===== config.mk =====
export PLATFORM = sky130hd
export DESIGN_NAME = send_scheduler_flat
export DESIGN_NICKNAME = d
export VERILOG_FILES = /design/src/rtl/send_scheduler_if.sv /design/src/rtl/send_scheduler.sv /design/src/flat_wrapper.sv
export SDC_FILE = /design/constraint.sdc
export NUM_CORES = 1
export LEC_CHECK = 0
export CAP_MARGIN = 20
export CORE_AREA = 2 2 51 53
export DETAILED_ROUTE_END_ITERATION = 10
export DIE_AREA = 0 0 53 55
export DONT_BUFFER_PORTS = 1
export PLACE_DENSITY = 0.7
export SLEW_MARGIN = 10
export SYNTH_ARGS = -nofsm -noshare
export SYNTH_HDL_FRONTEND = slang
export SYNTH_SLANG_ARGS = --single-unit

===== constraint.sdc =====
create_clock -name clk -period 1.7 [get_ports clk]
set_input_delay 0.17 -clock clk [delete_from_list [all_inputs] [get_ports clk]]
set_output_delay 0.17 -clock clk [all_outputs]
set_load 0.02 [all_outputs]

===== src/rtl/send_scheduler_if.sv =====
// Bundle between the two pixel-buffer requesters, the send scheduler and the pixel/control output FIFOs.
interface send_scheduler_if #(
    parameter int BUFF_SIZE_BIT = 6
);
    logic                     req0;
    logic                     req1;
    logic [BUFF_SIZE_BIT-1:0] size0;
    logic [BUFF_SIZE_BIT-1:0] size1;
    logic                     px_full;
    logic                     ctrl_full;
    logic                     gnt0;
    logic                     gnt1;
    logic                     sel;
    logic [BUFF_SIZE_BIT-1:0] rd_addr;
    logic                     px_wr;
    logic                     ctrl_wr;
    logic                     busy;
    logic                     done;

    // master = requesters and FIFO status side, slave = the scheduler itself
    modport master (
        output req0, req1, size0, size1, px_full, ctrl_full,
        input  gnt0, gnt1, sel, rd_addr, px_wr, ctrl_wr, busy, done
    );

    modport slave (
        input  req0, req1, size0, size1, px_full, ctrl_full,
        output gnt0, gnt1, sel, rd_addr, px_wr, ctrl_wr, busy, done
    );
endinterface


===== src/rtl/send_scheduler.sv =====
// Round-robin scheduler streaming one of two pixel buffers into the pixel FIFO, with one control burst per transfer.
module send_scheduler #(
    parameter int BUFF_SIZE     = 32,
    parameter int BUFF_SIZE_BIT = $clog2(BUFF_SIZE) + 1
) (
    input logic             clk,
    input logic             rst,
    send_scheduler_if.slave bus
);
    typedef enum logic [1:0] {
        IDLE = 2'd0,
        SEND = 2'd1,
        DONE = 2'd2
    } state_e;

    localparam logic [BUFF_SIZE_BIT-1:0] MAX_SIZE = BUFF_SIZE_BIT'(BUFF_SIZE);
    localparam logic [BUFF_SIZE_BIT-1:0] ONE      = BUFF_SIZE_BIT'(1);

    state_e                   state_q, state_d;
    logic [BUFF_SIZE_BIT-1:0] count_q, count_d;
    logic [BUFF_SIZE_BIT-1:0] size_q, size_d;
    logic                     sel_q, sel_d;
    logic                     rr_q, rr_d;
    logic                     gnt0_q, gnt0_d;
    logic                     gnt1_q, gnt1_d;
    logic                     busy_q, busy_d;
    logic                     done_q, done_d;

    logic                     pick1;
    logic [BUFF_SIZE_BIT-1:0] req_size;
    logic [BUFF_SIZE_BIT-1:0] clamped;
    logic                     px_wr;
    logic                     ctrl_wr;

    always_comb begin
        state_d  = state_q;
        count_d  = count_q;
        size_d   = size_q;
        sel_d    = sel_q;
        rr_d     = rr_q;
        gnt0_d   = gnt0_q;
        gnt1_d   = gnt1_q;
        busy_d   = busy_q;
        done_d   = 1'b0;
        px_wr    = 1'b0;
        ctrl_wr  = 1'b0;

        // rr only breaks ties; a lone requester always wins
        pick1    = bus.req1 & (~bus.req0 | rr_q);
        req_size = pick1 ? bus.size1 : bus.size0;
        clamped  = (req_size > MAX_SIZE) ? MAX_SIZE : req_size;

        case (state_q)
            IDLE: begin
                if (bus.req0 | bus.req1) begin
                    sel_d   = pick1;
                    size_d  = clamped;
                    count_d = '0;
                    gnt0_d  = ~pick1;
                    gnt1_d  = pick1;
                    busy_d  = 1'b1;
                    if (clamped != '0) begin
                        state_d = SEND;
                    end else begin
                        state_d = DONE;
                        done_d  = 1'b1;
                    end
                end
            end
            SEND: begin
                // the control words ride on the first pixel beat, so both FIFOs must have room
                if (count_q == '0) begin
                    px_wr   = ~bus.px_full & ~bus.ctrl_full;
                    ctrl_wr = px_wr;
                end else begin
                    px_wr   = ~bus.px_full;
                end
                if (px_wr) begin
                    if (count_q == size_q - ONE) begin
                        count_d = '0;
                        state_d = DONE;
                        done_d  = 1'b1;
                    end else begin
                        count_d = count_q + ONE;
                    end
                end
            end
            DONE: begin
                gnt0_d  = 1'b0;
                gnt1_d  = 1'b0;
                busy_d  = 1'b0;
                rr_d    = ~sel_q;
                state_d = IDLE;
            end
            default: begin
                state_d = IDLE;
            end
        endcase

        if (rst) begin
            px_wr   = 1'b0;
            ctrl_wr = 1'b0;
        end
    end

    always_ff @(posedge clk) begin
        if (rst) begin
            state_q <= IDLE;
            count_q <= '0;
            size_q  <= '0;
            sel_q   <= 1'b0;
            rr_q    <= 1'b0;
            gnt0_q  <= 1'b0;
            gnt1_q  <= 1'b0;
            busy_q  <= 1'b0;
            done_q  <= 1'b0;
        end else begin
            state_q <= state_d;
            count_q <= count_d;
            size_q  <= size_d;
            sel_q   <= sel_d;
            rr_q    <= rr_d;
            gnt0_q  <= gnt0_d;
            gnt1_q  <= gnt1_d;
            busy_q  <= busy_d;
            done_q  <= done_d;
        end
    end

    assign bus.gnt0    = gnt0_q;
    assign bus.gnt1    = gnt1_q;
    assign bus.sel     = sel_q;
    assign bus.rd_addr = count_q;
    assign bus.busy    = busy_q;
    assign bus.done    = done_q;
    assign bus.px_wr   = px_wr;
    assign bus.ctrl_wr = ctrl_wr;
endmodule


===== src/flat_wrapper.sv =====
// flat-port wrapper written by rule: the top's interface ports become plain ports
module send_scheduler_flat 
#(
    parameter int BUFF_SIZE     = 32,
    parameter int BUFF_SIZE_BIT = $clog2(BUFF_SIZE) + 1
)
  (clk, rst, bus_req0, bus_req1, bus_size0, bus_size1, bus_px_full, bus_ctrl_full, bus_gnt0, bus_gnt1, bus_sel, bus_rd_addr, bus_px_wr, bus_ctrl_wr, bus_busy, bus_done);
  send_scheduler_if #(.BUFF_SIZE_BIT(BUFF_SIZE_BIT)) bus_i ();
  input logic clk;
  input logic rst;
  input wire logic [$bits(bus_i.req0)-1:0] bus_req0;
  input wire logic [$bits(bus_i.req1)-1:0] bus_req1;
  input wire logic [$bits(bus_i.size0)-1:0] bus_size0;
  input wire logic [$bits(bus_i.size1)-1:0] bus_size1;
  input wire logic [$bits(bus_i.px_full)-1:0] bus_px_full;
  input wire logic [$bits(bus_i.ctrl_full)-1:0] bus_ctrl_full;
  output wire logic [$bits(bus_i.gnt0)-1:0] bus_gnt0;
  output wire logic [$bits(bus_i.gnt1)-1:0] bus_gnt1;
  output wire logic [$bits(bus_i.sel)-1:0] bus_sel;
  output wire logic [$bits(bus_i.rd_addr)-1:0] bus_rd_addr;
  output wire logic [$bits(bus_i.px_wr)-1:0] bus_px_wr;
  output wire logic [$bits(bus_i.ctrl_wr)-1:0] bus_ctrl_wr;
  output wire logic [$bits(bus_i.busy)-1:0] bus_busy;
  output wire logic [$bits(bus_i.done)-1:0] bus_done;
  assign bus_i.req0 = bus_req0;
  assign bus_i.req1 = bus_req1;
  assign bus_i.size0 = bus_size0;
  assign bus_i.size1 = bus_size1;
  assign bus_i.px_full = bus_px_full;
  assign bus_i.ctrl_full = bus_ctrl_full;
  assign bus_gnt0 = bus_i.gnt0;
  assign bus_gnt1 = bus_i.gnt1;
  assign bus_sel = bus_i.sel;
  assign bus_rd_addr = bus_i.rd_addr;
  assign bus_px_wr = bus_i.px_wr;
  assign bus_ctrl_wr = bus_i.ctrl_wr;
  assign bus_busy = bus_i.busy;
  assign bus_done = bus_i.done;
  send_scheduler #(.BUFF_SIZE(BUFF_SIZE), .BUFF_SIZE_BIT(BUFF_SIZE_BIT)) u_core (.clk(clk), .rst(rst), .bus(bus_i));
endmodule

# After elaboration in Yosys (flattened, before gate mapping)
# Cells that the tools add are included.
[classes]
reduce_logical = 9
bitwise = 9
addsub = 2
n_shift = 0
n_div = 0
mul = 0
eq_ne = 6
order_cmp = 1
mux = 29
[op_table]
columns = ["operator", "count"]
rows = [
  ["2-to-1 mux 6 bit", 5],
  ["2-to-1 mux 1 bit", 14],
  ["one-hot mux 6 bit (2 select lines)", 1],
  ["2-to-1 mux 2 bit", 4],
  ["one-hot mux 1 bit (2 select lines)", 4],
  ["adder 6 x 1 -> 6 bit, second input constant", 1],
  ["== test 6 bit", 1],
  ["greater-than comparator 6 bit, second input constant", 1],
  ["zero test 6 bit", 1],
  ["!= test 2 x 1 -> 1 bit, second input constant", 3],
  ["AND reduction 3 bit", 2],
  ["nonzero test 6 bit", 1],
  ["subtractor 6 x 1 -> 6 bit, second input constant", 1],
  ["NOT 1 bit", 5],
  ["one-hot mux 2 bit (2 select lines)", 1],
  ["AND reduction 2 bit", 2],
  ["nonzero test 2 bit", 2],
  ["AND 1 bit", 2],
  ["== test 2 x 1 -> 1 bit, second input constant", 1],
  ["== test 2 bit, second input constant", 1],
  ["zero test 2 bit", 1],
  ["OR 1 bit", 2],
]
[totals]
mem_bits_ro = 0
ff_bits = 20
latchBits = 0
out_inout_bits = 13
word_cells = 65
mem_count = 0
mem_bits_rw = 0
input_bits = 18

# Depth between registers and ports, before layout
[logic_depth]
ltp_word = 10
mapped_depth = 7
depth_no_buf = 7

# Worst setup path before layout
# No wires, ideal clock.
[synth_timing]
kind = "reg-to-reg"
startpoint = "register u_core.size_q[0]"
endpoint = "register u_core.count_q[1], in the netlist u_core.bus.rd_addr[1]"
required_time_ns = 1.583
synth_period_minus_slack_ns = 1.772
slack_ns = -0.072
arrival_time_ns = 1.654
n_path_buf = 0
path_stages_with_launch = 8
setup_ns = 0.117
cell_sequence = "dfxtp_1 inv_1 ha_1 xor2_1 nand2_1 a2111oi_4 nand2_1 a32o_1"
[synth_via]
elab_chain_cells = 5
[synth_rtl]
columns = ["element", "line_no", "source"]
rows = [
  ["start: declaration", "send_scheduler.sv:21", "logic [BUFF_SIZE_BIT-1:0] size_q, size_d;"],
  ["start signal: assignment", "send_scheduler.sv:120", "size_q <= size_d;"],
  ["subtractor 6 x 1 -> 6 bit", "send_scheduler.sv:79", "if (count_q == size_q - ONE) begin"],
  ["== test 6 bit", "send_scheduler.sv:79", ""],
  ["2-to-1 mux 6 bit", "send_scheduler.sv:79", ""],
  ["2-to-1 mux 6 bit", "send_scheduler.sv:78", "if (px_wr) begin"],
  ["one-hot mux 6 bit (2 select lines)", "send_scheduler.sv:53", "case (state_q)"],
  ["end signal: assignment", "send_scheduler.sv:119", "count_q <= count_d;"],
  ["end: declaration", "send_scheduler.sv:20", "logic [BUFF_SIZE_BIT-1:0] count_q, count_d;"],
]
# Every way passes these cells. The select of a mux whose other input is x is not followed.
# A chain may end at the register's enable or synchronous reset.

# Final worst setup path
[layout_timing]
startpoint = "register u_core.size_q[0]"
endpoint = "register u_core.count_q[4], in the netlist u_core.bus.rd_addr[4]"
# Same word-level chain as after synthesis.

==> impl_metrics.toml <==
[die]
fp.dieH_um = 55
die_w_um = 53
io-pin-count = 31
core-area_um2 = 2360
rows = 18
die_area_um2 = 2920
initial_core_util_pct = 51.7

[clock_network]
htreeDepth = 1
numCtsBuffers = 3
clock_sinks = 20
clk_pin_slew_ns = 0.12
root_buffer = "clkbuf_4"
clk_path_buf_depth = 2
clk_latency_ns = 0.31
cts_tree = "done"

[logic_synthesis]
synth_nets = 165
synth_cell_type_count = 47
synth-edff-count = 0
synth_most_common_cell = "dfxtp_1"
synth_top_area_share_pct = 32.8
syn_area_um2 = 1220
ys_top_cells_by_area = "dfxtp_1 33%, a21oi_1 5.3%, nand2_1 4.3%"
synth_common_cells = "20 x dfxtp_1, 14 x nand2_1, 14 x nor2_1, 13 x a21oi_1, 9 x nand3_1"
ys_ff_latch = 20
ys_seq_area_share_pct = 32.8
muxShareOfSynthArea_pct = 5.22
synth-compound-area-share_pct = 25.1
yosysTopAreaCell = "dfxtp_1"
yosys.area_share.adder_pct = 3.07
synth_area_per_cell_um2 = 8.49
synthCells = 144
synthArstFlopShare_pct = 0
synth_top_family_by_area = "compound AO/OA/AOI/OAI gates"
yosysWarnings = 0
synthSimpleGateAreaFrac_pct = 24.3
synthFlopType = "dfxtp_1"
synth_xor_area_share_pct = 5.73

[grt]
grt_use_total_pct = 23.4
gr-total-overflow = 0
grt_max_degree = 13
antenna_found_initial = 0
grt_pass1_wl_um = 4870
grt_pass1_vias = 1064

[job]
maxCapViolCount = 0

[pwr]
switching_share_pct = 28.5
p_clk_share_pct = 33.1
switching_power_w = 0.000340
comb_power_share_pct = 22.7
ir_worst_vdd_v = 0.000636
p_int_w = 0.000856
seqPwrFrac_pct = 44.2
power_density_nw_per_um2 = 774
leakage_nw = 0.607

[timing]
max_freq_mhz = 586
final_hold_viol_count = 0
timing.hold.ws_ns = 0.0421
maxSlewViolCount = 0
fin_crit_ns = 1.71
skew_ns = 0.00171
finalSetupViolations = 2
setup_ws_ns = -0.00760
period_share_pct = 100
grt_setup_unrepaired = "true"
maxSlewHeadroom_pct = 75.3
tightest_slew_ns = 0.368

[drt]
drtIter0Drc = 32
drc_errors = 0
drtAntennaViolNets = 0
vias_per_cell = 5.91
vias = 1146
wl_um = 3070
dr.pass1.iters = 4
avgRoutedWirePerCell_um = 15.8

[setup_path]
reg2reg_slack_ns = -0.008
critPathCapture = "u_core.bus.rd_addr[4]"
endpoint_kind = "register"
start_kind = "register"
reg2reg_from = "u_core.size_q[0]"
worstSetupPathType = "reg2reg"
worstRegToRegCells = 8
reg2reg_to = "u_core.bus.rd_addr[4]"
startpoint = "u_core.size_q[0]"
crit_arrival_ns = 1.92
critPathRequiredTime_ns = 1.91
crit_fanout = 4

[final_layout]
n_antenna_cell = 0
area_delta_synth_final_pct = 26.5
drive_gt1_share_pct = 33.5
nets = 186

[status]
violations = "negative setup slack"
status = "finished, violations left"

[placement]
hpwl_um = 2240
pre_cts_ws_ns = -0.0540
gp_congestion = 0.836
io_buffer_count = 0

[hold_path]
min_path_type = "in2reg"
worst max-delay path: stages (launching register included):
cell	delay (ns)
dfxtp_2	0.36
inv_2	0.05
ha_4	0.27
xor2_2	0.13
nand2_2	0.08
a2111oi_4	0.28
buf_4	0.19
and2_4	0.18
a211oi_2	0.07
layout by cell type (no fill, tap or decap), drive strengths merged, types with 3 or more instances in the layout:
| cell | count |
|---|---|
| clkbuf | 3 |
| o22ai | 3 |
| nor2 | 15 |
| buf | 19 |
| mux2i | 4 |
| nand2 | 15 |
| xnor2 | 3 |
| xor2 | 5 |
| a211oi | 4 |
| nand3 | 9 |
| dfxtp | 20 |
| ha | 3 |
| inv | 8 |
| nor3 | 4 |
| o21ai | 6 |
| a21oi | 13 |
layer usage:
layer  track usage, %  vias to the layer above  wire length, um  part of all wire (%)
li1                 -                      563                -                     -
met1             29.5                      548             1330                    43
met2             37.9                       27             1560                    51
met3             5.65                        8              109                   3.6
met4             11.1                        0               68                   2.2
met5                0                        -                0                     0
sequential cells by signal (all words and copies together), names as in the netlist:
| name | cells |
|---|---|
| u_core.state_q | 2 |
| u_core.bus.gnt1 | 1 |
| u_core.rr_q | 1 |
| u_core.bus.gnt0 | 1 |
| u_core.bus.done | 1 |
| u_core.size_q | 6 |
| u_core.bus.sel | 1 |
| u_core.bus.busy | 1 |
| u_core.bus.rd_addr | 6 |
cells by family after synthesis:
group | Yosys count
and+or+nand+nor | 57
AOI/OAI and AO/OA | 39
DFF | 20
buffers and inverters | 12
xor gates and xnor gates | 8
muxes | 5
adders and majority gates | 3
worst min-delay path by stage:
stage	start	to	slack, ns	cells after the start
after detailed placement	rst	u_core.bus.gnt1	0.24	1
after global placement	rst	u_core.bus.busy	0.24	1
after CTS	bus_req1	u_core.bus.gnt1	0.03	2
after floorplan	bus_size1[0]	u_core.size_q[0]	0.34	2
after global routing	bus_req1	u_core.bus.gnt1	0.04	2
final	bus_req1	u_core.bus.gnt1	0.04	2
layout make-up:
type                            count  area (um2)
Multi-Input combinational cell    112         857
Fill cell                         200         818
Sequential cell                    20         413
Timing Repair Buffer               20         156
Tap cell                           30        37.5
Clock inverter                      1        30.0
Inverter                            8        30.0
Clock buffer                        3        22.5
what timing repair did:
| action | 4_1_cts | 5_1_grt |
|---|---|---|
| buffers inserted | 2 | 2 |
| endpoints found under the hold margin | 8 | 0 |
| cloned | 0 | 0 |
| pin swaps | 8 | 4 |
| endpoints found under the setup margin | 8 | 10 |
| hold buffers | 1 | 0 |
| resized for setup | 13 | 12 |
power by group through the flow:
stage	registers [W]	clock network, W	logic [W]
after floorplan	0.000536	0	0.000172
after global placement	0.000539	0	0.000223
after detailed placement	0.000539	0	0.000229
after CTS	0.000529	0.000399	0.000249
after global routing	0.000531	0.000423	0.000297
final	0.000529	0.000396	0.000271
per-stage QoR:
step | setup TNS (ns) | power [W] | utilization (%) | std cells | cell area [um2]
after detailed placement | -0.131 | 0.000768 | 57.8 | 185 | 1370
after global routing | -0.503 | 0.00125 | 65.4 | 194 | 1550
after floorplan | 0 | 0.000708 | - | 144 | 1230
final | -0.0102 | 0.00120 | 65.4 | 194 | 1550
after CTS | 0 | 0.00118 | 62.5 | 192 | 1480
after global placement | 0 | 0.000762 | 57.8 | 185 | 1370
(Power assumes the default switching activity.)
